===== src/rtl/regfile_ctrl_fsm.sv =====
// regfile_ctrl_fsm: instruction register plus multi-cycle control sequencer
// for an 8x16 register file and its ALU datapath.
//
// Ports:
//   clk, reset        rising-edge clock, synchronous active-high reset
//   in[15:0]          instruction word, captured into IR by load while idle
//   load, s           load IR / start execution; both accepted only while w=1
//   w                 1 = idle in WAIT, ready for load/s
//   readnum, writenum register-file read/write indices
//   write, vsel       register-file write enable / write-data select (1=sximm8)
//   loada..loads      datapath A/B/C/status register enables
//   asel, bsel        ALU operand selects (A forced to 0 / B from sximm5)
//   aluop, shift      ALU operation and B-operand shifter control
//   sximm8, sximm5    sign-extended IR immediates
//
// Every output is registered. Each register is loaded from the value the
// outputs must take for the *next* state and *next* IR, so the outputs seen
// in a cycle always describe the current state with no combinational path
// from the inputs.
module regfile_ctrl_fsm (
    input  logic        clk,
    input  logic        reset,
    input  logic [15:0] in,
    input  logic        load,
    input  logic        s,
    output logic        w,
    output logic [2:0]  readnum,
    output logic [2:0]  writenum,
    output logic        write,
    output logic        vsel,
    output logic        loada,
    output logic        loadb,
    output logic        loadc,
    output logic        loads,
    output logic        asel,
    output logic        bsel,
    output logic [1:0]  aluop,
    output logic [1:0]  shift,
    output logic [15:0] sximm8,
    output logic [15:0] sximm5
);

    localparam int unsigned IR_W  = 16;
    localparam int unsigned REG_W = 3;

    typedef enum logic [2:0] {
        S_WAIT      = 3'd0,
        S_DECODE    = 3'd1,
        S_GET_A     = 3'd2,
        S_GET_B     = 3'd3,
        S_EXEC      = 3'd4,
        S_WRITE_REG = 3'd5,
        S_WRITE_IMM = 3'd6
    } state_t;

    // Instruction class decode helpers
    function automatic logic is_mov_imm(input logic [IR_W-1:0] ir);
        return (ir[15:13] == 3'b110) && (ir[12:11] == 2'b10);
    endfunction

    function automatic logic is_mov_reg(input logic [IR_W-1:0] ir);
        return (ir[15:13] == 3'b110) && (ir[12:11] == 2'b00);
    endfunction

    function automatic logic is_alu(input logic [IR_W-1:0] ir);
        return ir[15:13] == 3'b101;
    endfunction

    function automatic logic is_mvn(input logic [IR_W-1:0] ir);
        return is_alu(ir) && (ir[12:11] == 2'b11);
    endfunction

    function automatic logic is_cmp(input logic [IR_W-1:0] ir);
        return is_alu(ir) && (ir[12:11] == 2'b01);
    endfunction

    state_t            state_q, state_d;
    logic [IR_W-1:0]   ir_q, ir_d;

    logic              w_d;
    logic [REG_W-1:0]  readnum_d, writenum_d;
    logic              write_d, vsel_d;
    logic              loada_d, loadb_d, loadc_d, loads_d;
    logic              asel_d, bsel_d;
    logic [1:0]        aluop_d, shift_d;
    logic [IR_W-1:0]   sximm8_d, sximm5_d;

    // Next state, next IR, and the outputs belonging to that next state
    always_comb begin
        state_d    = state_q;
        ir_d       = ir_q;
        w_d        = 1'b0;
        readnum_d  = '0;
        writenum_d = '0;
        write_d    = 1'b0;
        vsel_d     = 1'b0;
        loada_d    = 1'b0;
        loadb_d    = 1'b0;
        loadc_d    = 1'b0;
        loads_d    = 1'b0;
        asel_d     = 1'b0;
        bsel_d     = 1'b0;
        aluop_d    = 2'b00;
        shift_d    = 2'b00;
        sximm8_d   = '0;
        sximm5_d   = '0;

        // load is only honoured while idle; s on the same edge sees the new IR
        if ((state_q == S_WAIT) && load) begin
            ir_d = in;
        end

        case (state_q)
            S_WAIT: begin
                if (s) begin
                    state_d = S_DECODE;
                end
            end
            S_DECODE: begin
                if (is_mov_imm(ir_q)) begin
                    state_d = S_WRITE_IMM;
                end else if (is_mov_reg(ir_q) || is_mvn(ir_q)) begin
                    state_d = S_GET_B;
                end else if (is_alu(ir_q)) begin
                    state_d = S_GET_A;
                end else begin
                    state_d = S_WAIT;
                end
            end
            S_GET_A:     state_d = S_GET_B;
            S_GET_B:     state_d = S_EXEC;
            S_EXEC:      state_d = is_cmp(ir_q) ? S_WAIT : S_WRITE_REG;
            S_WRITE_REG: state_d = S_WAIT;
            S_WRITE_IMM: state_d = S_WAIT;
            default:     state_d = S_WAIT;
        endcase

        case (state_d)
            S_WAIT: begin
                w_d = 1'b1;
            end
            S_GET_A: begin
                readnum_d = ir_d[10:8];
                loada_d   = 1'b1;
            end
            S_GET_B: begin
                readnum_d = ir_d[2:0];
                loadb_d   = 1'b1;
            end
            S_EXEC: begin
                // MOV Rd,Rm and MVN pass B through, so A is forced to zero
                asel_d = is_mov_reg(ir_d) || is_mvn(ir_d);
                bsel_d = 1'b0;
                if (is_cmp(ir_d)) begin
                    loads_d = 1'b1;
                end else begin
                    loadc_d = 1'b1;
                end
            end
            S_WRITE_REG: begin
                writenum_d = ir_d[7:5];
                write_d    = 1'b1;
                vsel_d     = 1'b0;
            end
            S_WRITE_IMM: begin
                writenum_d = ir_d[10:8];
                write_d    = 1'b1;
                vsel_d     = 1'b1;
            end
            default: begin
                w_d = 1'b0;
            end
        endcase

        // IR-derived fields, independent of state
        if (is_mov_reg(ir_d) || is_alu(ir_d)) begin
            shift_d = ir_d[4:3];
        end
        if (is_alu(ir_d)) begin
            aluop_d = ir_d[12:11];
        end
        sximm8_d = {{8{ir_d[7]}}, ir_d[7:0]};
        sximm5_d = {{11{ir_d[4]}}, ir_d[4:0]};
    end

    // State, IR and output registers
    always_ff @(posedge clk) begin
        if (reset) begin
            state_q  <= S_WAIT;
            ir_q     <= '0;
            w        <= 1'b1;
            readnum  <= '0;
            writenum <= '0;
            write    <= 1'b0;
            vsel     <= 1'b0;
            loada    <= 1'b0;
            loadb    <= 1'b0;
            loadc    <= 1'b0;
            loads    <= 1'b0;
            asel     <= 1'b0;
            bsel     <= 1'b0;
            aluop    <= 2'b00;
            shift    <= 2'b00;
            sximm8   <= '0;
            sximm5   <= '0;
        end else begin
            state_q  <= state_d;
            ir_q     <= ir_d;
            w        <= w_d;
            readnum  <= readnum_d;
            writenum <= writenum_d;
            write    <= write_d;
            vsel     <= vsel_d;
            loada    <= loada_d;
            loadb    <= loadb_d;
            loadc    <= loadc_d;
            loads    <= loads_d;
            asel     <= asel_d;
            bsel     <= bsel_d;
            aluop    <= aluop_d;
            shift    <= shift_d;
            sximm8   <= sximm8_d;
            sximm5   <= sximm5_d;
        end
    end

endmodule


===== config.mk =====
export PLATFORM = sky130hd
export DESIGN_NAME = regfile_ctrl_fsm
export DESIGN_NICKNAME = d
export VERILOG_FILES = /design/src/rtl/regfile_ctrl_fsm.sv
export SDC_FILE = /design/constraint.sdc
export NUM_CORES = 1
export LEC_CHECK = 0
export BUFFER_PORTS_ARGS = -buffer_cell sky130_fd_sc_hd__buf_2
export CAP_MARGIN = 0
export CORE_MARGIN = 2
export CORE_UTILIZATION = 40
export CTS_CLUSTER_DIAMETER = 200
export DETAILED_ROUTE_END_ITERATION = 16
export GPL_ROUTABILITY_DRIVEN = 1
export MAX_ROUTING_LAYER = met4
export PLACE_DENSITY_LB_ADDON = 0.25
export SLEW_MARGIN = 10
export SYNTH_ARGS = -nofsm -noshare
export SYNTH_HDL_FRONTEND = slang
export SYNTH_SLANG_ARGS = --single-unit

===== constraint.sdc =====
create_clock -name clk -period 2 [get_ports clk]
set_clock_uncertainty 0.15 [all_clocks]
set_input_delay 0.4 -clock clk [delete_from_list [all_inputs] [get_ports clk]]
set_output_delay 0.4 -clock clk [all_outputs]
set_load 0.05 [all_outputs]

# After elaboration in Yosys (flattened, before gate mapping)
# Index checks and enable logic that the tools add are counted.
# totals
in_bits	20
ff_bits	50
word_cells	72
# classes
bitwise_logic	3
n_reduce_logical	19
mux	16
n_eq_ne	18
# ops
operator	count
$eq 3x3->1 const B	8
$mux 16	1
$pmux 3 s5	1
$eq 3x2->1 const B	4
$pmux 3 s2	2
$mux 3	3
$logic_and 1x1->1	8
$reduce_or 2->1	4
$mux 1	7
$eq 2x2->1 const B	3
$logic_not 3->1	2
$eq 2x1->1 const B	2
$logic_not 2->1	2
$mux 2	2
$eq 3x1->1 const B	1
$logic_or 1x1->1	3
$not 1->1	3

# Depth between registers and ports, before layout
# depth
word_depth	9
mapped_depth	7
ltp_nobuf	4

# Worst setup path before layout
# Ideal clock, no wire load.
# synth_timing
path_type	flip-flop to flip-flop
start	register state_q[2]
end	register readnum[0]
setup_time_ps	128
required_ps	1722
path_stages_with_launch	6
arrival_time_ps	1445
path_slack_ps	277
n_path_buf	1
path_cell_list	dfxtp_1 or4b_1 buf_6 mux2_4 o211ai_1 a21oi_1
# synth_between
elab_chain_cells	4
# synth_lines
item	line	text
start, declared	77	state_t state_q, state_d;
start signal, assigned	207	state_q <= state_d;
$eq 3x3->1, or another cell as far along	113	case (state_q)
$pmux 3 s5 or $logic_and 1x1->1 (tied branches)	113, 109	
$eq 3x2->1 or $mux 16 (tied branches)	138, 109	
$pmux 3 s2 (*)	138	case (state_d)
end signal, assigned	210	readnum <= readnum_d;
end, declared	27	output logic [2:0] readnum,
# Every way passes the cells marked *; elsewhere a longest branch is shown, timed or not.
# A chain may end at the register's enable or synchronous reset.

# Worst setup path in the final report
# layout_timing
start	register state_q[2]
end	register loadc
# layout_between
elab_chain_cells	6
# layout_lines
item	line	text
branches (longest 6 deep; another with $pmux 3 s5)	-	
end signal, assigned	216	loadc <= loadc_d;
end, declared	33	output logic loadc,
# Parallel ways; which one is timed is not known.

==> metrics <==
Vias=1526; largest net degree at the start of global routing=16; WL/cell=12.7 um; synth warn=0; CP peak stage delay=0.65 ns; most frequent cells after synthesis=37 x dfxtp_1, 34 x buf_4, 18 x nand2_1; worst-path cell chain=or4b_1 -> buf_4 -> nor2_1 -> a41oi_1 -> nor2b_1; peak-usage layer in the global routing report=met2; initial core utilization=42.3%; Pleak=0.00101 uW; H-tree levels=2; RSZ-0062 raised after global routing=no; Fillers=438; Area growth, synth to finish=15.1%; Worst setup SP type=flip-flop; global routing usage on met1=19.3%; CTS root buf=clkbuf_8; CTS tree=done; f_max=0.536 GHz; placed cells=296; Routed Antenna Nets=0; Seq/Total Area, Yosys=39.6%; number of synthesized register bits=37; width of the chip=72.4 um; vias in the first global route=1354; clk_lat worst skew=0.29 ns; hold buffer count at cts=0; initial antenna violation count=0; top post-synthesis cells by area=dfxtp_1 40%, buf_4 14%, nand2_1 3.6%; dpl hpwl=2.92 mm; die footprint=0.00524 mm^2; area share of the largest cell type after synthesis=39.6%; post-cts resize count=0; met2 usage=23.4%; DR pass1 iterations=4; Worst EP arrival=1.90 ns; Core ar.=0.00441 mm^2; Final Hold Fails=0; Setup Viol. Count Final=0; RD Place Congestion=0.842; # DRC=0; first-pass GRT wire length=6.09 mm; Finished Layout Cells=304; Tcrit/Tclk final=93.3%; layout cells sized above 1=41.3%; EDFF count, synth=0; area leader, netlist=dfxtp_1; port buffer count=69; Clock Tree Buf Depth=2; Critical Path RT=2.03 ns; # clock sinks=37; syn_nets=224; Finished Cell Area=0.00215 mm^2; Syn Inst Count=204; Post-DP Area=0.00207 mm^2; Setup TNS=0 ns; Cell variety after synth=45; Peak VDD IR=239 uV; status=finished, final reports clean; starting DRC count in detailed routing=64; Tightest Hold Check Type=in2reg; final WL=3.86 mm; Tmin final=1.87 ns; main flop type after synthesis=dfxtp_1; synthesized cell area=0.00187 mm^2; crit-path max FO=12; most numerous cell in the Yosys netlist=dfxtp_1; Max-cap violations=0; total clock buffers created by CTS=5; Setup Fix Bufs, Post-CTS=0; die height=72.4 um; Nets=271; gr usage total=15.4%; share of flip-flops with an asynchronous set or reset=0%; M3 GR Usage=3.61%; IO Count=71; clk slew on worst S/H paths=0.07 ns; FP Rows=24; drt via density=5.02; Syn Area/Cell=9.16 um^2; P per Cell Area=759 mW/mm^2; Remaining Overflow, GRT=0; crit path kind=reg2reg; Max Transition Viols Final=0; Worst Setup End Kind=flip-flop; worst-path cell with the longest stage delay=or4b_1; diode count=0
per-stage QoR:
| step | power (uW) | hold WS [ns] | setup WS (ns) | utilization (%) |
|---|---|---|---|---|
| 2_1_floorplan | 1120 | 0.303 | 0.277 | - |
| 3_3_place_gp | 1150 | 0.320 | 0.0825 | 46.9 |
| 3_5_place_dp | 1150 | 0.329 | 0.0375 | 46.9 |
| 4_1_cts | 1650 | 0.203 | 0.147 | 48.8 |
| 5_1_grt | 1710 | 0.222 | 0.0296 | 48.8 |
| 6_report | 1630 | 0.211 | 0.133 | 48.8 |
kinds of logic after synthesis:
kind of cell	count (synthesis)	share of synthesized area, %
AND/OR/NAND/NOR	79	24.9
buffers and inverters	42	16.6
AO/OA/AOI/OAI	39	14.7
flip-flops	37	39.6
multiplexers	6	4.02
other	1	0.201
power breakdown:
group | switching, uW | internal (uW)
clock | 257 | 241
combinational | 249 | 102
sequential | 22.4 | 761
layer usage:
| layer | wire (um) | part of all wire (%) |
|---|---|---|
| met3 | 290 | 7.5 |
| met1 | 1720 | 44 |
| met4 | 65 | 1.7 |
| met2 | 1790 | 46 |
| met5 | 0 | 0 |
layout by cell type (no fill, tap or decap), types with 2 or more instances in the layout:
cell type,Yosys,routed
buf_2,2,69
dfxtp_1,37,37
nand2_1,18,18
nor2_1,15,15
a21oi_1,12,12
buf_4,34,12
and2_1,8,8
nand2b_1,6,6
o211ai_1,5,5
clkbuf_8,0,5
nor2b_1,4,4
nand4b_1,4,4
o21ai_0,4,4
nand3_1,4,4
mux2_4,3,3
mux2i_1,3,3
a22o_1,3,3
a41oi_1,2,2
nor4b_1,3,2
and2b_2,2,2
nor3b_1,2,2
a21oi_2,2,2
and4b_1,2,2
o21ba_2,2,2
or3b_2,2,2
nor3_1,2,2
clkinv_2,0,2
flip-flops by register name, summed over array words and instances, names as in the netlist:
register  cells
aluop         2
state_q       3
loada         1
w             1
loadc         1
shift         2
asel          1
readnum       3
loadb         1
write         1
sximm8        7
ir_q          9
writenum      3
vsel          1
loads         1
worst paths after layout:
kind              slack [ns]  cells past startpoint         to       start
setup / recovery        0.13                      5      loadc  state_q[2]
hold / removal          0.21                      3  sximm8[4]       in[4]
setup reg to reg        0.13                      5      loadc  state_q[2]
hold reg to reg         0.33                      2  sximm8[6]   sximm8[6]
cell type report:
cell class | instances | area, um^2 | share of cell area [%]
multi-input combinational | 125 | 825 | 38.3
sequential | 37 | 741 | 34.4
timing repair buffer | 81 | 435 | 20.2
clock buffer | 6 | 72.6 | 3.37
tap | 52 | 65.1 | 3.02
clock inverter | 2 | 10.0 | 0.465
inverter | 1 | 3.75 | 0.174
critical path, delay by kind of cell (launching register included):
kind,cells,cell delay (ns)
DFF,1,0.31
buffers and inverters,1,0.25
AOI/OAI and AO/OA,1,0.14
and+or+nand+nor,3,0.91
Power figures use the tool's default switching activity.
